### config.mk
export PLATFORM = sky130hd
export DESIGN_NAME = free_ptr_pool
export DESIGN_NICKNAME = d
export VERILOG_FILES = /design/src/rtl/free_ptr_pool.sv
export SDC_FILE = /design/constraint.sdc
export NUM_CORES = 1
export LEC_CHECK = 0
export CORE_MARGIN = 2
export CORE_UTILIZATION = 60
export CTS_CLUSTER_DIAMETER = 40
export DETAILED_ROUTE_END_ITERATION = 8
export DONT_BUFFER_PORTS = 1
export PLACE_DENSITY = 0.76
export SLEW_MARGIN = 15
export SYNTH_ARGS = -nofsm -noshare
export SYNTH_HDL_FRONTEND = slang
export SYNTH_SLANG_ARGS = --single-unit
### constraint.sdc
create_clock -name clk -period 8.92 [get_ports clk]
set_input_delay 0.892 -clock clk [delete_from_list [all_inputs] [get_ports clk]]
set_output_delay 0.892 -clock clk [all_outputs]
set_load 0.1 [all_outputs]
### src/rtl/free_ptr_pool.sv
// free_ptr_pool
// Free-list manager for shared-cache cell addresses. After reset it fills its
// own storage with 0..NUM_PTR-1 and then hands pointers out on the alloc
// handshake. It takes them back on the release handshake. A per-pointer
// ownership bitmap rejects releases of pointers that are out of range or that
// are not currently allocated.
//
// Ports:
//   clk          rising-edge clock
//   rst_n        synchronous active-low reset
//   init_done    free list filled, block accepting traffic
//   alloc_valid  a free pointer is presented on alloc_ptr
//   alloc_ready  consumer takes alloc_ptr this cycle
//   alloc_ptr    head of the free list (combinational read)
//   rel_valid    producer returns rel_ptr this cycle
//   rel_ready    release accepted (same as init_done)
//   rel_ptr      pointer being freed
//   free_cnt     number of free pointers
//   almost_empty free_cnt <= LOW_WM
//   err          one-cycle pulse on a rejected release
//   err_code     01 = out of range, 10 = double free; held until next err
module free_ptr_pool #(
  parameter int NUM_PTR = 16,
  parameter int PTR_BIT = $clog2(NUM_PTR),
  parameter int CNT_BIT = $clog2(NUM_PTR + 1),
  parameter int LOW_WM  = 2
) (
  input  logic               clk,
  input  logic               rst_n,
  output logic               init_done,
  output logic               alloc_valid,
  input  logic               alloc_ready,
  output logic [PTR_BIT-1:0] alloc_ptr,
  input  logic               rel_valid,
  output logic               rel_ready,
  input  logic [PTR_BIT-1:0] rel_ptr,
  output logic [CNT_BIT-1:0] free_cnt,
  output logic               almost_empty,
  output logic               err,
  output logic [1:0]         err_code
);

  localparam logic [0:0] ST_INIT = 1'b0;
  localparam logic [0:0] ST_RUN  = 1'b1;

  localparam logic [PTR_BIT-1:0] LAST_IDX = PTR_BIT'(NUM_PTR - 1);
  localparam logic [CNT_BIT-1:0] FULL_CNT = CNT_BIT'(NUM_PTR);
  localparam logic [CNT_BIT-1:0] WM_CNT   = CNT_BIT'(LOW_WM);

  localparam logic [1:0] ERR_RANGE  = 2'b01;
  localparam logic [1:0] ERR_DOUBLE = 2'b10;

  // Circular pointer storage; read asynchronously so the head is visible
  // in the same cycle it becomes valid.
  logic [PTR_BIT-1:0] r_mem [NUM_PTR];

  logic [0:0]         r_state;
  logic [PTR_BIT-1:0] r_fill_idx;
  logic [PTR_BIT-1:0] r_rd_ptr;
  logic [PTR_BIT-1:0] r_wr_ptr;
  logic [CNT_BIT-1:0] r_free_cnt;
  logic [NUM_PTR-1:0] r_in_use;
  logic [NUM_PTR-1:0] w_in_use_next;
  logic               r_err;
  logic [1:0]         r_err_code;

  logic               w_run;
  logic               w_alloc_fire;
  logic               w_rel_in_range;
  logic [PTR_BIT-1:0] w_rel_idx;
  logic               w_rel_legal;
  logic               w_rel_reject;
  logic               w_mem_we;
  logic [PTR_BIT-1:0] w_mem_waddr;
  logic [PTR_BIT-1:0] w_mem_wdata;

  // Ring pointers wrap at NUM_PTR-1, so depth need not be a power of two.
  function automatic logic [PTR_BIT-1:0] f_next_ptr(input logic [PTR_BIT-1:0] p);
    return (p == LAST_IDX) ? '0 : p + 1'b1;
  endfunction

  assign w_run        = (r_state == ST_RUN);
  assign init_done    = w_run;
  assign rel_ready    = w_run;
  assign alloc_valid  = w_run && (r_free_cnt != '0);
  assign alloc_ptr    = r_mem[r_rd_ptr];
  assign free_cnt     = r_free_cnt;
  assign almost_empty = (r_free_cnt <= WM_CNT);
  assign err          = r_err;
  assign err_code     = r_err_code;

  assign w_alloc_fire = alloc_valid & alloc_ready;

  // Widen before comparing so the range test stays meaningful when
  // NUM_PTR is a power of two.
  assign w_rel_in_range = (CNT_BIT'(rel_ptr) < FULL_CNT);
  // Keep the bitmap index inside the array for out-of-range requests.
  assign w_rel_idx      = w_rel_in_range ? rel_ptr : '0;
  // Ownership is judged on the bitmap as it stood before this edge, so
  // returning the pointer being allocated right now counts as a double free.
  assign w_rel_legal    = w_run & rel_valid & w_rel_in_range & r_in_use[w_rel_idx];
  assign w_rel_reject   = w_run & rel_valid & ~w_rel_legal;

  // One write port shared by the fill sequence and the release path.
  always_comb begin
    w_mem_we    = 1'b0;
    w_mem_waddr = r_wr_ptr;
    w_mem_wdata = rel_ptr;
    if (rst_n) begin
      if (!w_run) begin
        w_mem_we    = 1'b1;
        w_mem_waddr = r_fill_idx;
        w_mem_wdata = r_fill_idx;
      end else if (w_rel_legal) begin
        w_mem_we = 1'b1;
      end
    end
  end

  always_ff @(posedge clk) begin
    if (w_mem_we) begin
      r_mem[w_mem_waddr] <= w_mem_wdata;
    end
  end

  // Ownership bitmap: a freshly allocated pointer is free beforehand and a
  // legally released one is owned, so set and clear never hit the same bit.
  for (genvar gi = 0; gi < NUM_PTR; gi++) begin : g_in_use
    logic w_set;
    logic w_clr;
    assign w_set = w_alloc_fire && (alloc_ptr == PTR_BIT'(gi));
    assign w_clr = w_rel_legal && (rel_ptr == PTR_BIT'(gi));
    assign w_in_use_next[gi] = w_set ? 1'b1 : (w_clr ? 1'b0 : r_in_use[gi]);
  end

  always_ff @(posedge clk) begin
    if (!rst_n) begin
      r_in_use <= '0;
    end else begin
      r_in_use <= w_in_use_next;
    end
  end

  always_ff @(posedge clk) begin
    if (!rst_n) begin
      r_state    <= ST_INIT;
      r_fill_idx <= '0;
      r_rd_ptr   <= '0;
      r_wr_ptr   <= '0;
      r_free_cnt <= '0;
      r_err      <= 1'b0;
      r_err_code <= 2'b00;
    end else if (r_state == ST_INIT) begin
      r_err <= 1'b0;
      if (r_fill_idx == LAST_IDX) begin
        r_state    <= ST_RUN;
        r_fill_idx <= '0;
        r_free_cnt <= FULL_CNT;
      end else begin
        r_fill_idx <= r_fill_idx + 1'b1;
      end
    end else begin
      if (w_alloc_fire) begin
        r_rd_ptr <= f_next_ptr(r_rd_ptr);
      end
      if (w_rel_legal) begin
        r_wr_ptr <= f_next_ptr(r_wr_ptr);
      end
      // Simultaneous alloc and release leave the count unchanged.
      case ({w_alloc_fire, w_rel_legal})
        2'b10:   r_free_cnt <= r_free_cnt - 1'b1;
        2'b01:   r_free_cnt <= r_free_cnt + 1'b1;
        default: r_free_cnt <= r_free_cnt;
      endcase
      r_err <= w_rel_reject;
      if (w_rel_reject) begin
        r_err_code <= w_rel_in_range ? ERR_DOUBLE : ERR_RANGE;
      end
    end
  end

endmodule

# Word-level counts from Yosys, hierarchy flattened
# Memory sizes are Yosys's and may differ from the RTL's. A register that Yosys moved wholly into a read port is not among the register bits.
# Index checks and enable logic that the tools add are counted.
[classes] magnitude_cmp=2 n_reduce_logical=58 mux=53 eq_ne=36 n_addsub=5 bitwise=5
[op_table] op="$eq 4x4->1 const B" count=19
[op_table] op="$mux 1" count=40
[op_table] op="$mux 4" count=9
[op_table] op="$reduce_bool 2->1" count=17
[op_table] op="$logic_and 1x1->1" count=33
[op_table] op="$eq 4x3->1 const B" count=8
[op_table] op="$eq 4x2->1 const B" count=4
[op_table] op="$add 4x1->4 const B" count=3
[op_table] op="$mux 5" count=2
[op_table] op="$pmux 5 s2" count=1
[op_table] op="$reduce_and 2->1" count=5
[op_table] op="$eq 4x1->1 const B" count=2
[op_table] op="$logic_not 4->1" count=2
[op_table] op="$add 5x1->5 const B" count=1
[op_table] op="$le 5x2->1 const B" count=1
[op_table] op="$lt 4x5->1 const B" count=1
[op_table] op="$reduce_bool 5->1" count=1
[op_table] op="$sub 5x1->5 const B" count=1
[op_table] op="$and 1x1->1" count=4
[op_table] op="$bmux 1 s4" count=1
[op_table] op="$ne 3x1->1 const B" count=1
[op_table] op="$eq 2x1->1 const B" count=1
[op_table] op="$eq 2x2->1 const B" count=1
[op_table] op="$not 1->1" count=1
[totals] mem_bits_rw=64 regBits=36 out_inout_bits=16 mem_count=1 input_bits=8
[memory_table] name="r_mem" words=16 width=4 rd=1 rd_ports_with_merged_regs=1 write_ports=1 line="55" rtl="logic [PTR_BIT-1:0] r_mem [NUM_PTR];"

# Longest topological paths before layout
[logic_depth] depth_word=8 mapped_depth=13

# Least setup slack after synthesis
# OpenSTA, ideal clock, no wires.
[synth_timing] path_kind="reg2reg" start="register r_state, in the netlist init_done" end="register r_free_cnt[4], in the netlist free_cnt[4]" synth_period_minus_slack_ns=3.799 arrival_time_ns=3.703 slack_ns=5.121 n_path_buf=1 path_stages_with_launch=11 setup_time_ns=0.095 cell_sequence="dfxtp_1 -> clkbuf_1 -> o31a_1 -> nand2_2 -> nand2_1 -> ha_1 -> a21o_1 -> a21oi_1 -> o21ai_0 -> o21ba_1 -> a221oi_1"
[synth_via] elab_chain_len=5 word_cells_on_any_way=11
[synth_lines] item="from (decl)" line="57" rtl="logic [0:0] r_state;"
[synth_lines] item="from (signal assigned)" line="146" rtl="r_state <= ST_INIT;"
[synth_lines] item="from (signal assigned)" line="156" rtl="r_state <= ST_RUN;"
[synth_lines] item="$logic_and 1x1->1 *" line="85" rtl="assign alloc_valid = w_run && (r_free_cnt != '0);"
[synth_lines] item="via alloc_valid" line="31" rtl="output logic alloc_valid,"
[synth_lines] item="$and 1x1->1 *" line="92" rtl="assign w_alloc_fire = alloc_valid & alloc_ready;"
[synth_lines] item="$eq 2x1->1 / $eq 2x2->1 (equally long branches)" line="170" rtl="case ({w_alloc_fire, w_rel_legal})"
[synth_lines] item="$pmux 5 s2 / $ne 3x1->1 (equally long branches)"
[synth_lines] item="$mux 5 / $reduce_and 2->1 (equally long branches)"
[synth_lines] item="to (signal assigned)" line="171" rtl="2'b10: r_free_cnt <= r_free_cnt - 1'b1;"
[synth_lines] item="to (signal assigned)" line="172" rtl="2'b01: r_free_cnt <= r_free_cnt + 1'b1;"
[synth_lines] item="to (signal assigned)" line="173" rtl="default: r_free_cnt <= r_free_cnt;"
[synth_lines] item="to (decl)" line="61" rtl="logic [CNT_BIT-1:0] r_free_cnt;"
# Mark *: on every way through the listed nets, which the timed path passes. The rest lies on a longest branch.
# A chain may end at the register's enable or synchronous reset.

# Worst setup path after layout
[layout_timing] start="register r_free_cnt[2], in the netlist free_cnt[2]" end="register r_free_cnt[4], in the netlist free_cnt[4]"
[layout_via] elab_chain_len=6 word_cells_on_any_way=11
[layout_lines] item="$reduce_bool 5->1 *" line="85"
[layout_lines] item="$logic_and 1x1->1 *" line="85"
[layout_lines] item="via alloc_valid" line="31"
[layout_lines] item="$and 1x1->1 *" line="92"
[layout_lines] item="$eq 2x1->1 / $eq 2x2->1 (equally long branches)" line="170"
[layout_lines] item="$pmux 5 s2 / $ne 3x1->1 (equally long branches)"
[layout_lines] item="$mux 5 / $reduce_and 2->1 (equally long branches)"
# Marks and branches as above.

==> results.md <==
- The startpoint type of the worst setup path is a flop.
- The top cell types in the final layout, fill and taps aside, are edfxtp_1, nand2_1, dfxtp_1.
- The depth of the most critical reg-to-reg path is 10.
- Across the VDD grid, the largest voltage drop is 0.112 mV.
- The setup TNS is 0 ns.
- The setup check on the worst reg-to-reg path leaves a slack of 4.83 ns.
- The area used by multi-input combinational logic is 1960 um^2.
- The CTS clock-pin slew for the worst setup and hold paths is 0.10 ns.
- The most common cell after layout, fill and taps aside is edfxtp_1.
- Setup repair after global routing left no endpoint under its margin.
- The data arrival time of the critical path is 4.37 ns.
- Yosys mapped the design onto 60 distinct sky130hd cell types.
- The finished layout holds 484 standard cells, fillers aside.
- The y dimension of the die is 93.7 um.
- After clock tree synthesis, the setup repair step added 0 buffers.
- The sequential cells in the finished layout cover a total of 2720 um^2.
- Setup violations remaining at the end of the flow were counted as 0.
- The initial antenna violation count is 0.
- The total leakage power is 1.68 nW.
- The global route total overflow is 0.
- In the synthesized netlist the dominant register cell turns out to be edfxtp_1.
- The longest clock path from root to sink contains 2 buffers.
- At the later pin of the worst-skew pair, clock insertion delay measures 0.37 ns.
- The pin slew with the least headroom to its limit is 1.18 ns.
- The largest fanout on the critical path is 9.
- The post-synthesis area per instance is 12.6 um^2.
- The first-pass GRT wire length is 15300 um.
- In the final design database the tool counted 392 nets.
- The design draws 865 uW.
- Counting instances, the worst hold path has a depth of 2.
- TritonCTS built the clock tree.
- The endpoint of the most critical register-to-register path is free_cnt[4]$_SDFFE_PN0P_.
- The pin count of the biggest net entering global routing is 29.
- Dividing the detail-routed wire length by the instance count gives 19.5 um.
- In this run the most critical hold path is launched from r_in_use[0]$_SDFFE_PN0P_.
- The number of max-capacitance violations reported is 0.
- The synthesized design contains 104 register bits.
- The clock period minus final worst setup slack is 4.09 ns.
- The ratio of routed vias to standard cells is 6.36.
- The number of rows created at floorplan is 32.
- The highest clock frequency the design can meet is 245 MHz.
- The aggregate routed wire length is 9420 um.
- The final weighted congestion in routability-driven placement is 0.837.
- The iteration-0 DRC count of the detailed router is 168.
- The remaining antenna violation count after routing is 0.
- The worst flop-to-flop path startpoint is free_cnt[2]$_SDFFE_PN0P_.
- The half-perimeter wire length after placement is 6520 um.
- In the synthesized netlist the async set-or-reset flop fraction comes to 0%.
- The starting density of the core is 62.1%.
- The worst setup path is captured at a flop.
- The I/O pin total is 24.
- On the final layout, the worst clock skew is 0.0100 ns.
- For this design, the CTS-stage hold fixing added 0 buffers.
- Counting the buffers created by CTS gives 9.
- The area of the mapped netlist is 4820 um^2.
- Counting the fill cells in the layout gives 585.
- The clock tree root buffer cell is clkbuf_8.
- The core region is 7770 um^2.
- The overall die area is 8770 um^2.
- The routed layout has 3078 vias.
- The number of nets in the synthesized netlist is 398.
- The Yosys step of the flow raised 0 warnings.
- The number of global-route vias before repair was 3002.
- The flow ran to the end, and the final reports show no timing, DRC or antenna violations.
- The count of flip-flops with a built-in enable after synthesis is 64.
- The core occupancy in the finished layout is 65.4%.
- By area the synthesized netlist is led by edfxtp_1, dfxtp_1, mux4_1, mux2i_1, nand2_1.
- The worst min-delay path endpoint is r_in_use[0]$_SDFFE_PN0P_.
- The register area share after synthesis is 56.4%.
- From left edge to right edge, the die measures 93.7 um.
- The total power per unit cell area is 170 nW/um^2.
- The worst setup path is of the flop to flop kind.
- Summed over all instances, the cell type with the most area after synthesis is edfxtp_1.
- The number of antenna diodes is 0.
- Of the post-synthesis cell area, the dominant cell type holds 39.8%.
- The final number of hold-violating endpoints is 0.
- The number of levels in the clock H-tree is 3.
- The worst pin sits at a relative slew slack of 21.1%.
- Once placement completed, the tool counted placed cells totaling 468.
- The type of the tightest min-delay check is flop to flop.
- The number of cells produced by synthesis is 383.
- The final critical-path share of the clock period is 45.8%.
- The final count of pins violating max slew came to 0.
- The post-cts gate resize count is 0.
- The number of input and output port buffers inserted is 0.
- The total routing usage reported by global routing is 23.0%.
- The pre-antenna-repair detailed-routing pass consisted of 4 iterations.
- The required time of the worst setup path is 9.20 ns.
- Relative to the synthesized area, the layout overhead comes to 5.34%.
- Clock tree synthesis found a total of 104 sinks.
- For this run, design rule violations remaining after detail routing come to 0.
- In the final layout, the share of cells above drive strength 1 is 11.0%.
## critical path: stages, from the launching register on
cell and delay [ns]:
dfxtp_1 1.01, or3_1 0.29, o31a_1 0.87, nand2_2 0.32, nand2_1 0.26, ha_1 0.31
a21o_1 0.17, a21oi_1 0.21, or2_0 0.17, mux2i_1 0.09, a221oi_1 0.30
## cells by family (layout without fill, tap and decap cells)
kind of cell / count (synthesis) / count (layout) / synth area share, %
other cells: 1 / 1 / 0.0777
buf+inv: 31 / 30 / 3.22
flops: 104 / 104 / 56.4
fa+ha+maj: 7 / 7 / 1.97
simple gates: 122 / 122 / 12.6
mux: 42 / 42 / 14.2
compound gates: 71 / 71 / 10.6
xor+xnor: 5 / 5 / 0.908
## power by group
| group | switching [mW] | total [mW] | internal [mW] |
|---|---|---|---|
| sequential | 0.00335 | 0.519 | 0.516 |
| clock | 0.166 | 0.300 | 0.134 |
| combinational | 0.0339 | 0.0455 | 0.0116 |
## cell type report
class                           count  share of cell area [%]
Multi-Input combinational cell    248                    38.6
Tap cell                          102                    2.51
Clock buffer                       10                    2.51
Inverter                           10                   0.739
Sequential cell                   104                    53.6
Timing Repair Buffer                4                   0.591
Clock inverter                      6                    1.48
## cell usage after synthesis, drive strengths merged (3+ instances only)
| master | count |
|---|---|
| xor2 | 3 |
| o21ai | 8 |
| a21o | 3 |
| a32o | 12 |
| clkbuf | 11 |
| and2 | 3 |
| ha | 6 |
| nor2b | 6 |
| mux2 | 6 |
| nand2b | 3 |
| nor3 | 23 |
| nand2 | 40 |
| nand3 | 6 |
| mux2i | 19 |
| a31oi | 10 |
| a21oi | 15 |
| nor3b | 8 |
| edfxtp | 64 |
| inv | 10 |
| buf | 10 |
| dfxtp | 40 |
| nor2 | 24 |
| mux4 | 17 |
## stage by stage
stage / setup WS [ns] / hold WS (ns) / cell area (um^2)
finish: 4.83 / 0.500 / 5080
global route: 4.64 / 0.513 / 5080
CTS: 4.84 / 0.500 / 5080
detailed placement: 4.86 / 0.483 / 4880
global placement: 4.97 / 0.465 / 4880
floorplan: 5.12 / 0.444 / 4820
## registers in the layout (all words and copies together), names as in the netlist, named ones only
signal      cells
r_rd_ptr        4
free_cnt        5
r_in_use       16
init_done       1
err_code        1
r_mem          64
r_fill_idx      4
err             1
r_wr_ptr        4
## routing by layer
metal  vias up  global-route usage [%]  wire length [um]
met5         -                       0                 0
met4         0                    7.25               122
met3        15                    4.41               434
met2        82                    37.7              4570
met1      1518                    31.3              4290
li1       1463                       -                 -
## worst max-delay path by stage
stage | to | startpoint | depth (start not counted) | slack [ns]
2_1_floorplan | free_cnt[4]$_SDFFE_PN0P_ | init_done$_SDFF_PN0_ | 10 | 5.12
3_3_place_gp | free_cnt[4]$_SDFFE_PN0P_ | free_cnt[2]$_SDFFE_PN0P_ | 10 | 4.97
3_5_place_dp | free_cnt[4]$_SDFFE_PN0P_ | free_cnt[2]$_SDFFE_PN0P_ | 10 | 4.86
4_1_cts | free_cnt[4]$_SDFFE_PN0P_ | free_cnt[2]$_SDFFE_PN0P_ | 10 | 4.84
5_1_grt | free_cnt[4]$_SDFFE_PN0P_ | free_cnt[2]$_SDFFE_PN0P_ | 10 | 4.64
6_report | free_cnt[4]$_SDFFE_PN0P_ | free_cnt[2]$_SDFFE_PN0P_ | 10 | 4.83
Power figures use the tool's default switching activity.
